--- config.mk ---
export PLATFORM = sky130hd
export DESIGN_NAME = cxapbsyncbridge
export DESIGN_NICKNAME = d
export VERILOG_FILES = /design/src/rtl/cxapbsyncbridge.sv
export SDC_FILE = /design/constraint.sdc
export NUM_CORES = 1
export LEC_CHECK = 0
export ABC_AREA = 1
export BUFFER_PORTS_ARGS = -buffer_cell sky130_fd_sc_hd__buf_2
export CAP_MARGIN = 20
export CORE_ASPECT_RATIO = 0.9
export CORE_MARGIN = 4
export CORE_UTILIZATION = 55
export CTS_CLUSTER_DIAMETER = 40
export DETAILED_ROUTE_END_ITERATION = 6
export GPL_TIMING_DRIVEN = 0
export PLACE_DENSITY = 0.92
export SLEW_MARGIN = 20
export SYNTH_ARGS = -nofsm -noshare
export SYNTH_HDL_FRONTEND = slang
export SYNTH_SLANG_ARGS = --single-unit
--- constraint.sdc ---
create_clock -name pclk -period 3.1 [get_ports pclk]
set_input_delay 0.62 -clock pclk [delete_from_list [all_inputs] [get_ports pclk]]
set_output_delay 0.62 -clock pclk [all_outputs]
set_load 0.01 [all_outputs]
--- src/rtl/cxapbsyncbridge.sv ---
// Single-clock APB4 bridge between a pclkens-qualified slave port and a
// pclkenm-qualified master port, with an optional master access timeout.
module cxapbsyncbridge #(
    parameter int unsigned ADDR_WIDTH     = 32,
    parameter int unsigned DATA_WIDTH     = 32,
    parameter int unsigned TIMEOUT_CYCLES = 0
) (
    input  logic                    pclk,
    input  logic                    presetn,
    input  logic                    pclkens,
    input  logic                    pclkenm,
    // slave port
    input  logic                    psels,
    input  logic                    penables,
    input  logic                    pwrites,
    input  logic [ADDR_WIDTH-1:0]   paddrs,
    input  logic [DATA_WIDTH-1:0]   pwdatas,
    input  logic [2:0]              pprots,
    input  logic [DATA_WIDTH/8-1:0] pstrbs,
    output logic [DATA_WIDTH-1:0]   prdatas,
    output logic                    pslverrs,
    output logic                    preadys,
    // master port
    output logic                    pselm,
    output logic                    penablem,
    output logic                    pwritem,
    output logic [ADDR_WIDTH-1:0]   paddrm,
    output logic [DATA_WIDTH-1:0]   pwdatam,
    output logic [2:0]              pprotm,
    output logic [DATA_WIDTH/8-1:0] pstrbm,
    input  logic [DATA_WIDTH-1:0]   prdatam,
    input  logic                    pslverrm,
    input  logic                    preadym,
    output logic                    busy
);

    localparam int unsigned STRB_WIDTH = DATA_WIDTH / 8;
    localparam bit          TMO_EN     = (TIMEOUT_CYCLES > 0);
    localparam int unsigned CNT_WIDTH  = TMO_EN ? $clog2(TIMEOUT_CYCLES + 1) : 1;
    localparam logic [CNT_WIDTH-1:0] CNT_LAST =
        TMO_EN ? CNT_WIDTH'(TIMEOUT_CYCLES - 1) : '0;

    typedef enum logic [2:0] {
        IDLE,
        MREQ,
        MSETUP,
        MACCESS,
        SRESP
    } state_t;

    state_t state;
    state_t state_nxt;

    logic                  cap_req;
    logic                  issue;
    logic                  start_access;
    logic                  complete;
    logic                  abort;
    logic                  cnt_inc;

    logic [ADDR_WIDTH-1:0] req_addr;
    logic                  req_write;
    logic [2:0]            req_prot;
    logic [DATA_WIDTH-1:0] req_wdata;
    logic [STRB_WIDTH-1:0] req_strb;
    logic [CNT_WIDTH-1:0]  tmo_cnt;
    logic [DATA_WIDTH-1:0] rsp_rdata;
    logic                  rsp_err;

    always_ff @(posedge pclk or negedge presetn) begin
        if (!presetn) begin
            state <= IDLE;
        end else begin
            state <= state_nxt;
        end
    end

    // Each state advances only on its own side's enable, so simultaneous
    // enables never let a transfer skip a state.
    always_comb begin
        state_nxt    = state;
        cap_req      = 1'b0;
        issue        = 1'b0;
        start_access = 1'b0;
        complete     = 1'b0;
        abort        = 1'b0;
        cnt_inc      = 1'b0;
        case (state)
            IDLE: begin
                if (pclkens && psels && !penables) begin
                    cap_req   = 1'b1;
                    state_nxt = MREQ;
                end
            end
            MREQ: begin
                if (pclkenm) begin
                    issue     = 1'b1;
                    state_nxt = MSETUP;
                end
            end
            MSETUP: begin
                if (pclkenm) begin
                    start_access = 1'b1;
                    state_nxt    = MACCESS;
                end
            end
            MACCESS: begin
                if (pclkenm) begin
                    if (preadym) begin
                        complete  = 1'b1;
                        state_nxt = SRESP;
                    end else if (TMO_EN && (tmo_cnt == CNT_LAST)) begin
                        abort     = 1'b1;
                        state_nxt = SRESP;
                    end else begin
                        cnt_inc = 1'b1;
                    end
                end
            end
            SRESP: begin
                if (pclkens) begin
                    state_nxt = IDLE;
                end
            end
            default: state_nxt = IDLE;
        endcase
    end

    always_ff @(posedge pclk or negedge presetn) begin
        if (!presetn) begin
            req_addr  <= '0;
            req_write <= 1'b0;
            req_prot  <= '0;
            req_wdata <= '0;
            req_strb  <= '0;
        end else if (cap_req) begin
            req_addr  <= paddrs;
            req_write <= pwrites;
            req_prot  <= pprots;
            req_wdata <= pwdatas;
            req_strb  <= pwrites ? pstrbs : '0;
        end
    end

    // Address/data/attributes hold their last values between transfers;
    // only the select and enable strobes return low.
    always_ff @(posedge pclk or negedge presetn) begin
        if (!presetn) begin
            pselm    <= 1'b0;
            penablem <= 1'b0;
            pwritem  <= 1'b0;
            paddrm   <= '0;
            pwdatam  <= '0;
            pprotm   <= '0;
            pstrbm   <= '0;
        end else begin
            if (issue) begin
                pselm    <= 1'b1;
                penablem <= 1'b0;
                pwritem  <= req_write;
                paddrm   <= req_addr;
                pwdatam  <= req_wdata;
                pprotm   <= req_prot;
                pstrbm   <= req_strb;
            end
            if (start_access) begin
                penablem <= 1'b1;
            end
            if (complete || abort) begin
                pselm    <= 1'b0;
                penablem <= 1'b0;
            end
        end
    end

    always_ff @(posedge pclk or negedge presetn) begin
        if (!presetn) begin
            tmo_cnt <= '0;
        end else if (start_access) begin
            tmo_cnt <= '0;
        end else if (cnt_inc && (tmo_cnt != '1)) begin
            tmo_cnt <= tmo_cnt + 1'b1;
        end
    end

    always_ff @(posedge pclk or negedge presetn) begin
        if (!presetn) begin
            rsp_rdata <= '0;
            rsp_err   <= 1'b0;
        end else if (complete) begin
            rsp_rdata <= pwritem ? '0 : prdatam;
            rsp_err   <= pslverrm;
        end else if (abort) begin
            rsp_rdata <= '0;
            rsp_err   <= 1'b1;
        end
    end

    assign prdatas  = rsp_rdata;
    assign pslverrs = rsp_err;
    assign preadys  = (state == SRESP);
    assign busy     = (state != IDLE);

endmodule

After elaboration in Yosys (flattened, before gate mapping)

Cells that the tools add are included.

Muxes and demuxes: 22
Eq/ne operators: 10
Reduce and logical (&&, ||, !) cells: 8

Operators with widths:

| kind                 | number |
|---|---|
| $mux W32             | 1 |
| $mux W3              | 6 |
| $pmux W3 S5          | 1 |
| $mux W1              | 13 |
| $ne A2 B2 Y1 const B | 6 |
| $eq A3 B2 Y1 const B | 2 |
| $reduce_and A6 Y1    | 1 |
| $reduce_bool A3 Y1   | 2 |
| $mux W4              | 1 |
| $eq A3 B1 Y1 const B | 1 |
| $eq A3 B3 Y1 const B | 1 |
| $logic_not A3 Y1     | 1 |
| $logic_and A1 B1 Y1  | 2 |
| $reduce_bool A2 Y1   | 1 |
| $logic_not A1 Y1     | 1 |

Bits in registers: 182
Output and inout port bits: 109
Logic and storage cells: 55
Input bits: 112

Depth between registers and ports, before layout

Gate-level depths: netlist (run 1).

Depth in word-level cells: 5
Mapped depth: 9
Depth with buffers taken out: 8

Least setup slack after synthesis (run 1)

No wires, ideal clock.

Path kind: reg2out
Start point: register state[2]
End point: output port preadys
Data required time: 2.480 ns
Arrival: 0.837 ns
Path buffers: 0
Stages on the path, launching flop included: 3
Slack: 1.643 ns
Path through: dfrtp_1 > inv_1 > nor3_1

Word-level cells in the longest chain between the ends: 1

RTL lines:

| what                   | line | source |
|---|---|---|
| start, declared        | 51   | `state_t state;` |
| start signal, assigned | 74   | `state <= state_nxt;` |
| $eq A3 B3 Y1           | 201  | `assign preadys = (state == SRESP);` |
| end, declared          | 22   | `output logic preadys,` |

No other way between the ends.

Worst setup path after layout (run 1)

Start point: register state[1]
End point: output port busy

Word-level cells in the longest chain between the ends: 1

RTL lines:

| what               | line | source |
|---|---|---|
| $reduce_bool A3 Y1 | 202  | `assign busy = (state != IDLE);` |
| end, declared      | 34   | `output logic busy` |

No other way between the ends.

==> results of run 1 <==
==> worst reg2reg max path, delay by kind of cell, from the launching register on <==
| kind | cells | cell delay (ns) |
|---|---|---|
| and+or+nand+nor | 2 | 0.33 |
| DFF | 1 | 0.36 |
| buffers and inverters | 3 | 0.72 |
| AOI/OAI and AO/OA | 1 | 0.16 |
==> flip-flops by register name (all words and copies together) (netlist names), 4 cells and up <==
signal and cells:
req_wdata 32, req_addr 32, pwdatam 32, pstrbm 4, paddrm 32, req_strb 4
prdatas 32
==> final cells by class <==
| cell class | count | share of cell area |
|---|---|---|
| flip-flops and latches | 182 | 0.509 |
| inverters | 85 | 0.0356 |
| multi-input cells | 419 | 0.205 |
| well taps | 160 | 0.0224 |
| plain buffers | 42 | 0.0373 |
| clock buffers | 25 | 0.0564 |
| clock inverters | 7 | 0.00768 |
| repair buffers | 221 | 0.127 |
==> final timing paths <==
check	start	end	slack, ns
max in group asynchronous	presetn	pwdatam[10]	2.02
min in group pclk	paddrs[27]	req_addr[27]	0.41
setup / recovery	state[1]	busy	1.05
setup reg to reg	state[0]	req_prot[0]	1.39
hold reg to reg	prdatas[5]	prdatas[5]	0.47
hold / removal	presetn	prdatas[29]	0.24
==> cell usage after synthesis <==
library cell and n:
nand2_1 225, dfrtp_1 182, o21ai_0 113, inv_1 83, nand3_1 36, o21ai_1 30, buf_4 15, buf_6 15
buf_2 6, clkbuf_1 6, nor2_1 4, nand4_1 3, a21oi_1 2, inv_2 2, nor3_1 2, nand2_2 1
nor2_4 1, nor3_4 1, o21bai_1 1
==> stage by stage <==
| stage | power (mW) | cells | setup WS [ns] | hold WS [ns] |
|---|---|---|---|---|
| after global routing | 9.86 | 1141 | 0.950 | 0.294 |
| after CTS | 9.28 | 1141 | 1.03 | 0.258 |
| after floorplan | 5.76 | 728 | 1.64 | 0.324 |
| final | 9.21 | 1141 | 1.05 | 0.238 |
| after global placement | 6.94 | 1108 | -1.38 | 0.453 |
| after detailed placement | 7.15 | 1109 | 1.12 | 0.461 |
==> power by group <==
group	switching [mW]	internal, mW
registers	0.525	3.54
logic	1.90	1.19
clock network	0.851	1.21
==> per-layer routing <==
| metal | vias up | part of all wire | wire [um] | GRT usage |
|---|---|---|---|---|
| met5 | - | 0.00044 | 8 | 0 |
| met3 | 30 | 0.079 | 1430 | 0.0632 |
| met2 | 246 | 0.50 | 9010 | 0.430 |
| met1 | 2805 | 0.40 | 7240 | 0.316 |
| met4 | 2 | 0.017 | 298 | 0.0779 |
| li1 | 2767 | - | - | - |
==> cells by family (layout without fill, tap and decap cells) <==
logic type	after synthesis	after routing
AO/OA/AOI/OAI	146	146
buffers and inverters	127	380
flip-flops	182	182
AND/OR/NAND/NOR	273	273
==> reports/metrics.csv, run 1 <==
stage,metric,value,unit
sta,fin_setup_tns,0,ns
critical_path,path_cells,buf_2 > nor3_1 > inv_1 > buf_2,
critical_path,critical_path_arrival,1.43,ns
final_layout,area_growth,27.2,%
routing,vias,5850,
clock_tree,hold_buffers,0,
sta,fmax,489,MHz
sta,final_hold_viol_count,0,
synthesis,synthCells,728,
grt,antenna_found_initial,1,
clock_tree,post_cts_resized,0,
die,die_h,115,um
synthesis,yosysUniqueCellTypes,19,
sta,final-setup-viol-count,0,
critical_path,critPathLaunchType,flop,
routing,wire_per_inst,15.8,um
sta,skew,0.00699,ns
grt,grt_pass1_vias,5816,
sta,relSlewSlack,0.509,
clock_tree,cts_root_buf,clkbuf_16,
synthesis,synth_top_area_frac,0.647,
final_layout,nFillCells,865,
synthesis,ys_seq_area_frac,0.647,
synthesis,muxShareOfSynthArea,0,
placement,post-dp-hpwl,12.7,mm
clock_tree,clk_latency,0.42,ns
critical_path,cpLargestDelayFamily,buffers and inverters,
final_layout,num-nets-final,1080,
critical_path,worstSetupPathDepth,4,
synthesis,synth_fa_ha_area_frac,0,
clock_tree,cts_tree,built,
synthesis,synth_xor_area_frac,0,
routing,drtAntennaViolNets,0,
critical_path,path_class,flop to output port,
sta,slew_viol_final,0,
synthesis,synth-simple-area-share,0.157,
routing,wirelength,18.0,mm
die,die-area,0.0147,sq mm
synthesis,ys_ff_latch,182,
routing,first_pass_iters,5,
synthesis,post_synth.cell_area_avg,9.67,sq um
run_status,status,"finished, final reports clean",
placement,gp_congestion,0.816,
final_layout,ff_latch_area,0.00455,sq mm
power,p_leak,4.83,nW
grt,grt_pass1_wl,28.7,mm
die,initial_utilization,0.572,
clock_tree,clkTransAtPathRegs,0.06,ns
critical_path,crit_top_cell,buf_2,
synthesis,yosys_warnings,0,
critical_path,cpPeakStageDelay,0.36,ns
clock_tree,cts-htree-levels,4,
synthesis,synth_fp_nets,840,
clock_tree,post-cts-setup-buffers,0,
critical_path,required,2.48,ns
die,row_count,38,
clock_tree,numCtsBuffers,17,
critical_path,slowest_stage,dfrtp_1,
sta,worst_pin_slew,0.737,ns
final_layout,layout_common_cells,"buf_2, nand2_1, dfrtp_1",
synthesis,synth.area.top_cells,"dfrtp_1, nand2_1, o21ai_0",
clock_tree,cts_sinks,182,
min_path,hold_path.class,primary input to asynchronous set/reset pin,
sta,min_period_over_period,0.660,
placement,post_dp_cell_area,0.00838,sq mm
die,coreArea,0.0123,sq mm
synthesis,synth_top_family_by_area,simple AND/OR/NAND/NOR gates,
power,p_per_area,1030,mW/mm^2
synthesis,synth_area_leader_cell,dfrtp_1,
final_layout,fin_area,0.00896,sq mm
synthesis,synth_compound_area_frac,0.104,
critical_path,ff2ff_path_depth,6,
routing,drc,0,
power,vdd_drop_max,632,uV
die,die-width,127,um
clock_tree,clockBufferDepth,2,
run,cap_violations,0,
final_layout,antenna_cells,0,
critical_path,crit_path_end_kind,output port,
sta,min_period,2.05,ns
routing,initialDrtViolationCount,447,
final_layout,multi_input_area,0.00184,sq mm
placement,io_buffers,220,
critical_path,critPathBufInv,3,
grt,grt_usage,0.251,
sta,rsz0062_at_grt,false,
grt,grt_max_degree,101,
final_layout,drive_above_1_share,0.297,
grt,grt-ovfl-total,0,
synthesis,mappedNetlistArea,0.00704,sq mm
die,pin_count,221,
final_layout,fin_util,0.727,
critical_path,worst-path-max-fanout,8,
routing,routed_via_density,5.13,
No activity file was read; power rests on OpenSTA's default activity.
==> run 2, diff against run 1 <==
- CORE_UTILIZATION: 55 -> 46
- PLACE_DENSITY: 0.92 -> 0.83
- clock period: 3.1 -> 1.7 ns (I/O delays scaled with it)
==> reports/metrics.csv, run 2 (synthesis results as in run 1) <==
stage,metric,value,unit
critical_path,path_class,flop to output port,
placement,io_buffers,220,
placement,dp.cells,1147,
final_layout,num-nets-final,1083,
critical_path,cpPeakStageDelay,0.48,ns
critical_path,setup.worst_path.start,state[2],
sta,fin_ws,0.0489,ns
final_layout,stdcell_count,1182,
sta,skew,0.00897,ns
routing,wire_per_inst,15.0,um
placement,place_ws,-0.0194,ns
routing,first_pass_iters,5,
final_layout,layout_commonest_cell,nand2_1,
die,pin_count,221,
run,cap_violations,0,
sta,worst_pin_slew,0.619,ns
sta,min_period_over_period,0.971,
clock_tree,clockBufferDepth,2,
min_path,hold_path.class,primary input to flop,
grt,grt_pass1_wl,28.8,mm
placement,post-dp-hpwl,12.6,mm
sta,final_hold_viol_count,0,
sta,fmax,606,MHz
clock_tree,numCtsBuffers,17,
critical_path,slowest_stage,dfrtp_2,
die,row_count,42,
routing,initialDrtViolationCount,307,
power,vdd_drop_max,950,uV
critical_path,critPathLaunchType,flop,
final_layout,drive_above_1_share,0.305,
final_layout,nFillCells,1226,
critical_path,rrSetupSlack,0.11,ns
die,die-width,138,um
grt,grt_max_degree,101,
clock_tree,cts-htree-levels,4,
routing,vias,5769,
critical_path,worst-path-max-fanout,6,
sta,relSlewSlack,0.587,
final_layout,area_growth,29.1,%
sta,final-setup-viol-count,0,
run_status,status,"finished, final reports clean",
grt,antenna_found_initial,1,
grt,grt_usage,0.205,
die,coreArea,0.0149,sq mm
grt,grt_pass1_vias,5787,
die,die-area,0.0174,sq mm
routing,drc,0,
min_path,hp-start,pwdatas[8],
grt,grt-ovfl-total,0,
routing,drtAntennaViolNets,0,
critical_path,path_cells,nor3_4 > inv_1 > buf_2,
final_layout,antenna_cells,0,
clock_tree,clk_latency,0.42,ns
die,initial_utilization,0.474,
critical_path,crit_path_end_kind,output port,
clock_tree,clkTransAtPathRegs,0.07,ns
clock_tree,cts_tree,built,
routing,wirelength,17.7,mm
power,p_per_area,1870,mW/mm^2
critical_path,critical_path_arrival,1.31,ns
critical_path,timing.rr.start,state[0],
placement,gp_congestion,0.833,
sta,slew_viol_final,0,
sta,whs,0.117,ns
clock_tree,cts_sinks,182,
power,p_leak,4.87,nW
critical_path,required,1.36,ns
final_layout,layout_common_cells,"nand2_1, buf_2, dfrtp_1",
routing,routed_via_density,4.88,
sta,min_period,1.65,ns
clock_tree,cts_root_buf,clkbuf_16,
sta,rsz0062_at_grt,true,
die,die_h,125,um
==> run 2: cell types whose count changed in the layout (fill, tap and decap cells not counted), moves of 2 or more <==
| cell | change |
|---|---|
| clkbuf_1 | -4 |
| clkbuf_2 | +2 |
| inv_6 | +2 |
| nor3_1 | -2 |
==> run 2: critical path: cells and delay by family (launching register included) <==
kind	cells	cell delay (ns)
flops	1	0.48
buf+inv	2	0.19
simple gates	1	0.21
==> run 2: layout make-up <==
type / instances / area (sq um) / area share
flip-flops and latches: 182 / 4560 / 0.501
multi-input cells: 419 / 1850 / 0.204
repair buffers: 224 / 1160 / 0.128
clock buffers: 22 / 484 / 0.0532
plain buffers: 42 / 355 / 0.0391
inverters: 85 / 319 / 0.0351
well taps: 198 / 248 / 0.0272
clock inverters: 10 / 116 / 0.0128
==> run 2: layer usage <==
metal / wire length, um / global-route usage / vias to the layer above
li1: - / - / 2775
met1: 7820 / 0.280 / 2775
met2: 8500 / 0.323 / 197
met3: 1160 / 0.0554 / 20
met4: 242 / 0.0651 / 2
met5: 10 / 0 / -
==> run 2: worst paths after layout <==
path | cells after the start | end
max in group asynchronous | 3 | pwdatam[16]
min in group asynchronous | 2 | paddrm[10]
min | 3 | req_wdata[8]
min reg2reg | 2 | prdatas[23]
max | 3 | busy
max reg2reg | 8 | req_wdata[11]
==> run 2: where the power goes <==
part	internal [mW]	switching, mW
Sequential	6.44	0.947
Clock	2.33	1.64
Combinational	2.24	3.39
Total	11.0	5.98
==> run 2: stage by stage <==
step	power (mW)	instance area (sq um)	util	TNS [ns]
3_5_place_dp	13.0	8430	0.567	-0.0922
3_3_place_gp	12.7	8390	0.564	-458.80
2_1_floorplan	10.5	7040	-	0
4_1_cts	17.1	9060	0.609	0
5_1_grt	18.2	9090	0.611	-0.0435
6_report	17.0	9090	0.611	0
==> run 2: what timing repair did <==
item	CTS	global route
hold endpoints to repair	82	0
setup buffers	0	2
pin swaps	1	2
resized for setup	6	6
gates cloned	0	0
setup endpoints to repair	11	12
hold buffers	1	0
